--- config.mk ---
export PLATFORM = sky130hd
export DESIGN_NAME = multi_ch_record_unit_flat
export DESIGN_NICKNAME = d
export VERILOG_FILES = /design/src/rtl/multi_ch_record_unit_if.sv /design/src/rtl/multi_ch_record_unit.sv /design/src/flat_wrapper.sv
export SDC_FILE = /design/constraint.sdc
export NUM_CORES = 1
export LEC_CHECK = 0
export CORE_ASPECT_RATIO = 0.5
export CORE_MARGIN = 4
export CORE_UTILIZATION = 56
export DETAILED_ROUTE_END_ITERATION = 7
export PLACE_DENSITY_LB_ADDON = 0.08
export SLEW_MARGIN = 20
export SYNTH_ARGS = -nofsm -noshare
export SYNTH_HDL_FRONTEND = slang
export SYNTH_SLANG_ARGS = --single-unit
export TNS_END_PERCENT = 10
--- constraint.sdc ---
create_clock -name clk -period 7.6 [get_ports clk]
set_input_delay 0.76 -clock clk [delete_from_list [all_inputs] [get_ports clk]]
set_output_delay 0.76 -clock clk [all_outputs]
set_load 0.05 [all_outputs]
--- src/rtl/multi_ch_record_unit_if.sv ---
// Output word stream of the multi-channel record unit: FIFO head, valid, ready.
interface multi_ch_record_unit_if #(
  parameter int NUM_CH = 4,
  parameter int WORD_W = 32
) ();

  logic [NUM_CH*WORD_W-1:0] wordOut;
  logic                     outValid;
  logic                     outReady;

  modport master (output wordOut, output outValid, input outReady);
  modport slave  (input wordOut, input outValid, output outReady);

endinterface : multi_ch_record_unit_if

--- src/rtl/multi_ch_record_unit.sv ---
// Multi-channel serial recorder: shifts one bit per channel on each rising
// edge of samplePulse, packs WORD_W bits per channel into one entry and
// buffers entries in a first-word-fall-through FIFO with sticky overflow.
module multi_ch_record_unit #(
  parameter int NUM_CH     = 4,
  parameter int WORD_W     = 32,
  parameter int FIFO_DEPTH = 4,
  parameter bit LSB_FIRST  = 1'b1
) (
  input  logic                             clk,
  input  logic                             reset,
  input  logic                             enable,
  input  logic                             abort,
  input  logic                             samplePulse,
  input  logic [NUM_CH-1:0]                dIn,
  multi_ch_record_unit_if.master           out_if,
  output logic [$clog2(WORD_W+1)-1:0]      bitCount,
  output logic [$clog2(FIFO_DEPTH+1)-1:0]  fifoLevel,
  output logic                             overflow,
  input  logic                             clearOverflow
);

  localparam int CNT_W = $clog2(WORD_W + 1);
  localparam int LVL_W = $clog2(FIFO_DEPTH + 1);
  localparam int PTR_W = $clog2(FIFO_DEPTH);
  localparam int BUS_W = NUM_CH * WORD_W;
  localparam logic [CNT_W-1:0] LAST_BIT = CNT_W'(WORD_W - 1);
  localparam logic [LVL_W-1:0] FULL_LVL = LVL_W'(FIFO_DEPTH);

  logic                prev_q, prev_d;
  logic [CNT_W-1:0]    bit_cnt_q, bit_cnt_d;
  logic [WORD_W-1:0]   acc_q [NUM_CH];
  logic [WORD_W-1:0]   acc_d [NUM_CH];
  logic [PTR_W-1:0]    wr_ptr_q, wr_ptr_d;
  logic [PTR_W-1:0]    rd_ptr_q, rd_ptr_d;
  logic [LVL_W-1:0]    level_q, level_d;
  logic                ovf_q, ovf_d;
  logic [BUS_W-1:0]    mem_q [FIFO_DEPTH];

  logic                shift_in;
  logic                push;
  logic                pop;
  logic                full;
  logic                do_write;
  logic [BUS_W-1:0]    push_word;

  // Strobe edge detect, per-channel shift and bit counting; a completed word
  // is pushed on the same edge that shifts in its last bit.
  always_comb begin
    prev_d    = samplePulse;
    shift_in  = enable & samplePulse & ~prev_q;
    acc_d     = acc_q;
    bit_cnt_d = bit_cnt_q;
    push      = 1'b0;
    if (abort) begin
      // abort wins over a coincident strobe: the partial word is discarded
      for (int c = 0; c < NUM_CH; c++) acc_d[c] = '0;
      bit_cnt_d = '0;
    end else if (shift_in) begin
      for (int c = 0; c < NUM_CH; c++) begin
        if (LSB_FIRST) acc_d[c] = {dIn[c], acc_q[c][WORD_W-1:1]};
        else           acc_d[c] = {acc_q[c][WORD_W-2:0], dIn[c]};
      end
      if (bit_cnt_q == LAST_BIT) begin
        push      = 1'b1;
        bit_cnt_d = '0;
      end else begin
        bit_cnt_d = bit_cnt_q + CNT_W'(1);
      end
    end
  end

  // Pack the updated accumulators into one FIFO entry, channel c at c*WORD_W.
  always_comb begin
    push_word = '0;
    for (int c = 0; c < NUM_CH; c++) push_word[c*WORD_W +: WORD_W] = acc_d[c];
  end

  // FIFO pointer/level bookkeeping; a push into a full FIFO only lands if the
  // head is popped on the same edge, otherwise it is dropped and flagged.
  always_comb begin
    full     = (level_q == FULL_LVL);
    pop      = (level_q != '0) & out_if.outReady;
    do_write = push & (~full | pop);
    wr_ptr_d = wr_ptr_q;
    rd_ptr_d = rd_ptr_q;
    level_d  = level_q;
    ovf_d    = ovf_q;
    if (do_write) wr_ptr_d = wr_ptr_q + PTR_W'(1);
    if (pop)      rd_ptr_d = rd_ptr_q + PTR_W'(1);
    if (do_write && !pop)      level_d = level_q + LVL_W'(1);
    else if (!do_write && pop) level_d = level_q - LVL_W'(1);
    if (clearOverflow)       ovf_d = 1'b0;
    if (push && full && !pop) ovf_d = 1'b1;
  end

  // Control state registers with asynchronous reset.
  // NOTE: sequential state uses non-blocking assignments only, so every flop
  // samples the pre-edge values regardless of statement order.
  always_ff @(posedge clk or posedge reset) begin
    if (reset) begin
      prev_q    <= 1'b0;
      bit_cnt_q <= '0;
      wr_ptr_q  <= '0;
      rd_ptr_q  <= '0;
      level_q   <= '0;
      ovf_q     <= 1'b0;
      for (int c = 0; c < NUM_CH; c++) acc_q[c] <= '0;
    end else begin
      prev_q    <= prev_d;
      bit_cnt_q <= bit_cnt_d;
      wr_ptr_q  <= wr_ptr_d;
      rd_ptr_q  <= rd_ptr_d;
      level_q   <= level_d;
      ovf_q     <= ovf_d;
      acc_q     <= acc_d;
    end
  end

  // FIFO storage write.
  // NOTE: the storage array has no reset; level_q gates every read, so stale
  // contents are never visible and the array can map to plain RAM.
  always_ff @(posedge clk) begin
    if (do_write) mem_q[wr_ptr_q] <= push_word;
  end

  // First-word-fall-through head; zero whenever the FIFO is empty.
  always_comb begin
    out_if.outValid = (level_q != '0);
    out_if.wordOut  = '0;
    if (level_q != '0) out_if.wordOut = mem_q[rd_ptr_q];
  end

  assign bitCount  = bit_cnt_q;
  assign fifoLevel = level_q;
  assign overflow  = ovf_q;

endmodule : multi_ch_record_unit

--- src/flat_wrapper.sv ---
// flat-port wrapper written by rule: the top's interface ports become plain ports
module multi_ch_record_unit_flat 
#(
  parameter int NUM_CH     = 4,
  parameter int WORD_W     = 32,
  parameter int FIFO_DEPTH = 4,
  parameter bit LSB_FIRST  = 1'b1
)
  (clk, reset, enable, abort, samplePulse, dIn, bitCount, fifoLevel, overflow, clearOverflow, out_if_wordOut, out_if_outValid, out_if_outReady);
  multi_ch_record_unit_if #(.NUM_CH(NUM_CH), .WORD_W(WORD_W)) out_if_i ();
  input  logic clk;
  input  logic reset;
  input  logic enable;
  input  logic abort;
  input  logic samplePulse;
  input  logic [NUM_CH-1:0] dIn;
  output logic [$clog2(WORD_W+1)-1:0] bitCount;
  output logic [$clog2(FIFO_DEPTH+1)-1:0] fifoLevel;
  output logic overflow;
  input  logic clearOverflow;
  output wire logic [$bits(out_if_i.wordOut)-1:0] out_if_wordOut;
  output wire logic [$bits(out_if_i.outValid)-1:0] out_if_outValid;
  input wire logic [$bits(out_if_i.outReady)-1:0] out_if_outReady;
  assign out_if_wordOut = out_if_i.wordOut;
  assign out_if_outValid = out_if_i.outValid;
  assign out_if_i.outReady = out_if_outReady;
  multi_ch_record_unit #(.NUM_CH(NUM_CH), .WORD_W(WORD_W), .FIFO_DEPTH(FIFO_DEPTH), .LSB_FIRST(LSB_FIRST)) u_core (.clk(clk), .reset(reset), .enable(enable), .abort(abort), .samplePulse(samplePulse), .dIn(dIn), .out_if(out_if_i), .bitCount(bitCount), .fifoLevel(fifoLevel), .overflow(overflow), .clearOverflow(clearOverflow));
endmodule
==> impl_table.tex <==
\begin{tabular}{lr}
\hline
Metric & Value \\
\hline
\multicolumn{2}{l}{\textbf{STA}} \\
\quad Max Fclk & 218.8 MHz \\
\quad Count of final setup violators & 0 \\
\quad Transition at the pin with the smallest max-transition slack & 1.034 ns \\
\quad Post-route worst setup slack & 3.029 ns \\
\quad Period Utilization, post-route & 60.15\% \\
\quad Unrepaired setup endpoints after global routing & false \\
\quad Final worst clock skew & 0.01727 ns \\
\quad Clock period minus worst slack & 4.571 ns \\
\quad Sum of negative setup slack & 0 ns \\
\quad Final slew viol count & 0 \\
\quad Final Hold Fails & 0 \\
\quad Worst slew slack as a fraction of its limit & 31.06\% \\
\multicolumn{2}{l}{\textbf{GRT}} \\
\quad Congestion Overflow GR & 0 \\
\quad Via count of the first global-routing pass & 13560 \\
\quad Number of antenna violations at the first check in global routing & 0 \\
\quad Met3 capacity usage during global routing & 3.035\% \\
\quad GR met2 Demand/Resource & 37.18\% \\
\quad Global routing usage summed across all routing layers & 20.55\% \\
\quad Maximum number of pins on one net before global-route repair & 100 \\
\quad First-pass GRT wire length & 77.00 mm \\
\quad Most Crowded Layer GR & met2 \\
\quad Met1 track utilization from global routing & 27.19\% \\
\multicolumn{2}{l}{\textbf{Clock network}} \\
\quad Post-CTS Resized & 0 \\
\quad Clock tree from TritonCTS & built \\
\quad Count of hold buffers inserted by post-cts repair & 0 \\
\quad Total number of clock tree sinks & 655 \\
\quad Root buffer selected by CTS & sky130\_fd\_sc\_hd\_\_clkbuf\_16 \\
\quad Clock buffer count from CTS & 54 \\
\quad Number of setup buffers added after CTS & 0 \\
\quad Number of buffers on the longest clock path & 3 \\
\quad Later-pin clock latency in the skew report & 0.58 ns \\
\quad Clock transition time at the flip-flop clock pins of the worst setup and hold paths & 0.07 ns \\
\quad H-tree lvl count & 2 \\
\multicolumn{2}{l}{\textbf{Min path}} \\
\quad Path category of the worst min-delay check & flop to flop \\
\multicolumn{2}{l}{\textbf{Final layout}} \\
\quad Area growth from synthesis to layout & 14.89\% \\
\quad Layout cells sized above 1 & 14.79\% \\
\quad Layout fillers & 3060 \\
\quad Count of inserted antenna diode cells & 0 \\
\quad Net count of the finished layout & 1597 \\
\quad Fin util & 65.68\% \\
\quad Post-route cell area & 0.02889 mm2 \\
\multicolumn{2}{l}{\textbf{Synth}} \\
\quad Leading post-synthesis cells by instance count & 512 x sky130\_fd\_sc\_hd\_\_edfxtp\_1, 262 x sky130\_fd\_sc\_hd\_\_nand2\_1, 143 x sky130\_fd\_sc\_hd\_\_dfrtp\_1 \\
\quad Area of the mapped netlist & 0.02514 mm2 \\
\quad Register area share after synthesis & 75.38\% \\
\quad Synthesized-area fraction occupied by and/or/nand/nor cells & 7.733\% \\
\quad Post-synthesis register bit count & 655 \\
\quad Syn Nets & 1463 \\
\quad Top flip-flop cell by instance count after synthesis & sky130\_fd\_sc\_hd\_\_edfxtp\_1 \\
\quad Yosys warnings & 0 \\
\quad Number of flops mapped to enable cells by yosys & 512 \\
\quad Leading post-synthesis cells by cell area & sky130\_fd\_sc\_hd\_\_edfxtp\_1 61\%, sky130\_fd\_sc\_hd\_\_dfrtp\_1 14\%, sky130\_fd\_sc\_hd\_\_mux4\_2 11\% \\
\quad Post-synthesis mux area share & 11.60\% \\
\quad Post-synthesis adder-cell area fraction & 0.3782\% \\
\quad Fraction of registers with async set/reset & 21.83\% \\
\quad Library cell with the highest instance count after synthesis & sky130\_fd\_sc\_hd\_\_edfxtp\_1 \\
\quad Distinct cells, synth & 34 \\
\quad Dominant combinational cell family by area after synthesis & multiplexers \\
\quad Post-Synth XOR/XNOR Area & 0.2090\% \\
\quad Compound-gate portion of the synthesized area & 2.787\% \\
\quad Biggest area consumer among synthesized cells & sky130\_fd\_sc\_hd\_\_edfxtp\_1 \\
\quad Mapped Cells & 1445 \\
\quad Per-instance average area after synthesis & 17.40 um2 \\
\quad Portion of synthesized cell area occupied by the leading cell type & 61.15\% \\
\multicolumn{2}{l}{\textbf{Setup path}} \\
\quad Count of cell instances traversed by the critical path & 4 \\
\quad Path depth of the worst reg2reg path & 5 \\
\quad Element type at the critical path start & flop \\
\quad Number of buffer and inverter stages on the critical path & 2 \\
\quad R2R Path Start & u\_core.prev\_q \\
\quad Maximum net fanout on the critical path & 99 \\
\quad Crit-path max cell delay & 0.86 ns \\
\quad Kind of end point of the critical path & output pin \\
\quad Critical path destination & out\_if\_wordOut[50] \\
\quad Register-to-register setup slack & 4.23 ns \\
\quad RR Endpoint & u\_core.mem\_q[2][85] \\
\quad Family of cells with the greatest summed delay on the critical path & buffers and inverters \\
\quad Category of the most critical setup path & flop to output pin \\
\quad Source of the critical timing path & u\_core.rd\_ptr\_q[0] \\
\quad Data required time of the worst path & 6.84 ns \\
\quad Data arrival time of the critical path & 3.81 ns \\
\quad Worst path cell trace & buf\_12 -> mux4\_2 -> and2\_1 -> clkdlybuf4s50\_1 \\
\quad Worst-path cell with the longest stage delay & sky130\_fd\_sc\_hd\_\_dfrtp\_4 \\
\multicolumn{2}{l}{\textbf{Floorplan}} \\
\quad DIE AREA & 0.04856 mm2 \\
\quad Std-Cell Rows & 54 \\
\quad Placeable core area & 0.04398 mm2 \\
\quad Die span in y & 157.8 um \\
\quad Die W & 307.7 um \\
\quad Top-level port count & 150 \\
\quad Starting density of the core & 57.17\% \\
\multicolumn{2}{l}{\textbf{Drt}} \\
\quad DRT Pass-1 Iters & 7 \\
\quad Post-detailed-route DRC marker count & 0 \\
\quad Routed len/inst & 22.03 um \\
\quad Via count normalized by instance count & 5.703 \\
\quad Total number of vias & 12610 \\
\quad Detailed Route Iter0 Violations & 687 \\
\quad Post-detailed-route count of antenna-violating nets & 0 \\
\quad Total Wirelength & 48.71 mm \\
\multicolumn{2}{l}{\textbf{Placement}} \\
\quad Last weighted congestion value of the routability-driven placer & 0.7079 \\
\quad Worst slack after detailed placement & 3.290 ns \\
\quad Port Buffers & 149 \\
\quad Post-detail-place hpwl & 25.70 mm \\
\quad Placement Cell Area & 0.02709 mm2 \\
\multicolumn{2}{l}{\textbf{Power}} \\
\quad Power density of the placed cells & 232.3 mW/mm2 \\
\quad Peak supply drop & 0.0001630 V \\
\quad Leak pwr & 0.009226 uW \\
\multicolumn{2}{l}{\textbf{Job}} \\
\quad Maximum Capacitance Violations & 0 \\
\multicolumn{2}{l}{\textbf{Outcome}} \\
\quad Outcome & finished clean \\
\hline
\end{tabular}
-- routing by layer --
metal | up-vias | share of wire, %
met5 | - | 0
met4 | 0 | 1.7
met1 | 6632 | 42
met2 | 247 | 53
li1 | 5665 | -
met3 | 66 | 3.6
-- cells in the final DEF (no fill, tap or decap), types with 2 or more instances in the layout --
| cell type | instances |
|---|---|
| sky130_fd_sc_hd__dfrtp_1 | 141 |
| sky130_fd_sc_hd__nand3b_1 | 3 |
| sky130_fd_sc_hd__a21oi_1 | 132 |
| sky130_fd_sc_hd__mux4_2 | 128 |
| sky130_fd_sc_hd__inv_6 | 2 |
| sky130_fd_sc_hd__bufinv_16 | 6 |
| sky130_fd_sc_hd__xnor2_1 | 4 |
| sky130_fd_sc_hd__clkbuf_8 | 7 |
| sky130_fd_sc_hd__clkinv_1 | 7 |
| sky130_fd_sc_hd__edfxtp_1 | 512 |
| sky130_fd_sc_hd__and2_4 | 4 |
| sky130_fd_sc_hd__clkinv_2 | 9 |
| sky130_fd_sc_hd__clkbuf_16 | 55 |
| sky130_fd_sc_hd__mux2_2 | 2 |
| sky130_fd_sc_hd__xor2_1 | 2 |
| sky130_fd_sc_hd__nor3_1 | 2 |
| sky130_fd_sc_hd__ha_1 | 6 |
| sky130_fd_sc_hd__clkdlybuf4s50_1 | 148 |
| sky130_fd_sc_hd__inv_1 | 7 |
| sky130_fd_sc_hd__nand2_1 | 262 |
| sky130_fd_sc_hd__buf_4 | 17 |
| sky130_fd_sc_hd__or4_1 | 2 |
| sky130_fd_sc_hd__nand3_1 | 4 |
| sky130_fd_sc_hd__and2_1 | 128 |
| sky130_fd_sc_hd__dfrtp_4 | 2 |
| sky130_fd_sc_hd__clkinvlp_4 | 3 |
| sky130_fd_sc_hd__clkbuf_1 | 12 |
| sky130_fd_sc_hd__o21ai_0 | 2 |
-- power breakdown --
group | switching [uW] | internal, uW
Clock | 1220 | 1600
Combinational | 55.8 | 9.41
Sequential | 1.69 | 3820
-- worst register-to-register path, delay by kind of cell (launching register included) --
kind / cells / cell delay [ns]
flip-flops: 1 / 0.37
AND/OR/NAND/NOR: 3 / 1.63
buffers and inverters: 2 / 0.99
-- layout make-up --
| cell class | count | area, um2 | share of cell area (%) |
|---|---|---|---|
| Clock inverter | 26 | 282.8 | 0.9788 |
| Multi-Input combinational cell | 694 | 5728 | 19.83 |
| Sequential cell | 655 | 18960 | 65.63 |
| Inverter | 8 | 35.03 | 0.1213 |
| Clock buffer | 74 | 1518 | 5.254 |
| Timing Repair Buffer | 166 | 1629 | 5.639 |
| Tap cell | 588 | 735.7 | 2.547 |
-- metrics by stage --
| step | total power [uW] | hold slack, ns | std cells |
|---|---|---|---|
| 6_report | 6710 | 0.5129 | 2211 |
| 5_1_grt | 6932 | 0.5600 | 2211 |
| 4_1_cts | 6763 | 0.5202 | 2211 |
| 3_5_place_dp | 3965 | 0.5064 | 2111 |
| 3_3_place_gp | 3965 | 0.4959 | 2111 |
| 2_1_floorplan | 3939 | 0.5116 | 1445 |
-- worst min-delay path by stage --
| stage | start | end | cells after the start |
|---|---|---|---|
| after floorplan | u_core.wr_ptr_q[1] | u_core.wr_ptr_q[1] | 1 |
| after global placement | u_core.fifoLevel[2] | u_core.fifoLevel[2] | 1 |
| after detailed placement | u_core.fifoLevel[2] | u_core.fifoLevel[2] | 1 |
| after CTS | u_core.fifoLevel[2] | u_core.fifoLevel[2] | 1 |
| after global routing | u_core.fifoLevel[2] | u_core.fifoLevel[2] | 1 |
| final | u_core.fifoLevel[2] | u_core.fifoLevel[2] | 1 |
-- state kept, by name, indices dropped and copies added, names as in the netlist --
name,cells
u_core.acc_q,128
u_core.bitCount,6
u_core.fifoLevel,3
u_core.mem_q,512
u_core.overflow,1
u_core.prev_q,1
u_core.rd_ptr_q,2
u_core.wr_ptr_q,2
-- logic make-up after synthesis --
family / Yosys count
AO/OA/AOI/OAI: 138
flip-flops: 655
adder cells (fa/ha/maj): 7
multiplexers: 131
XOR/XNOR: 6
buffers and inverters: 96
AND/OR/NAND/NOR: 412
(Power assumes the default switching activity.)
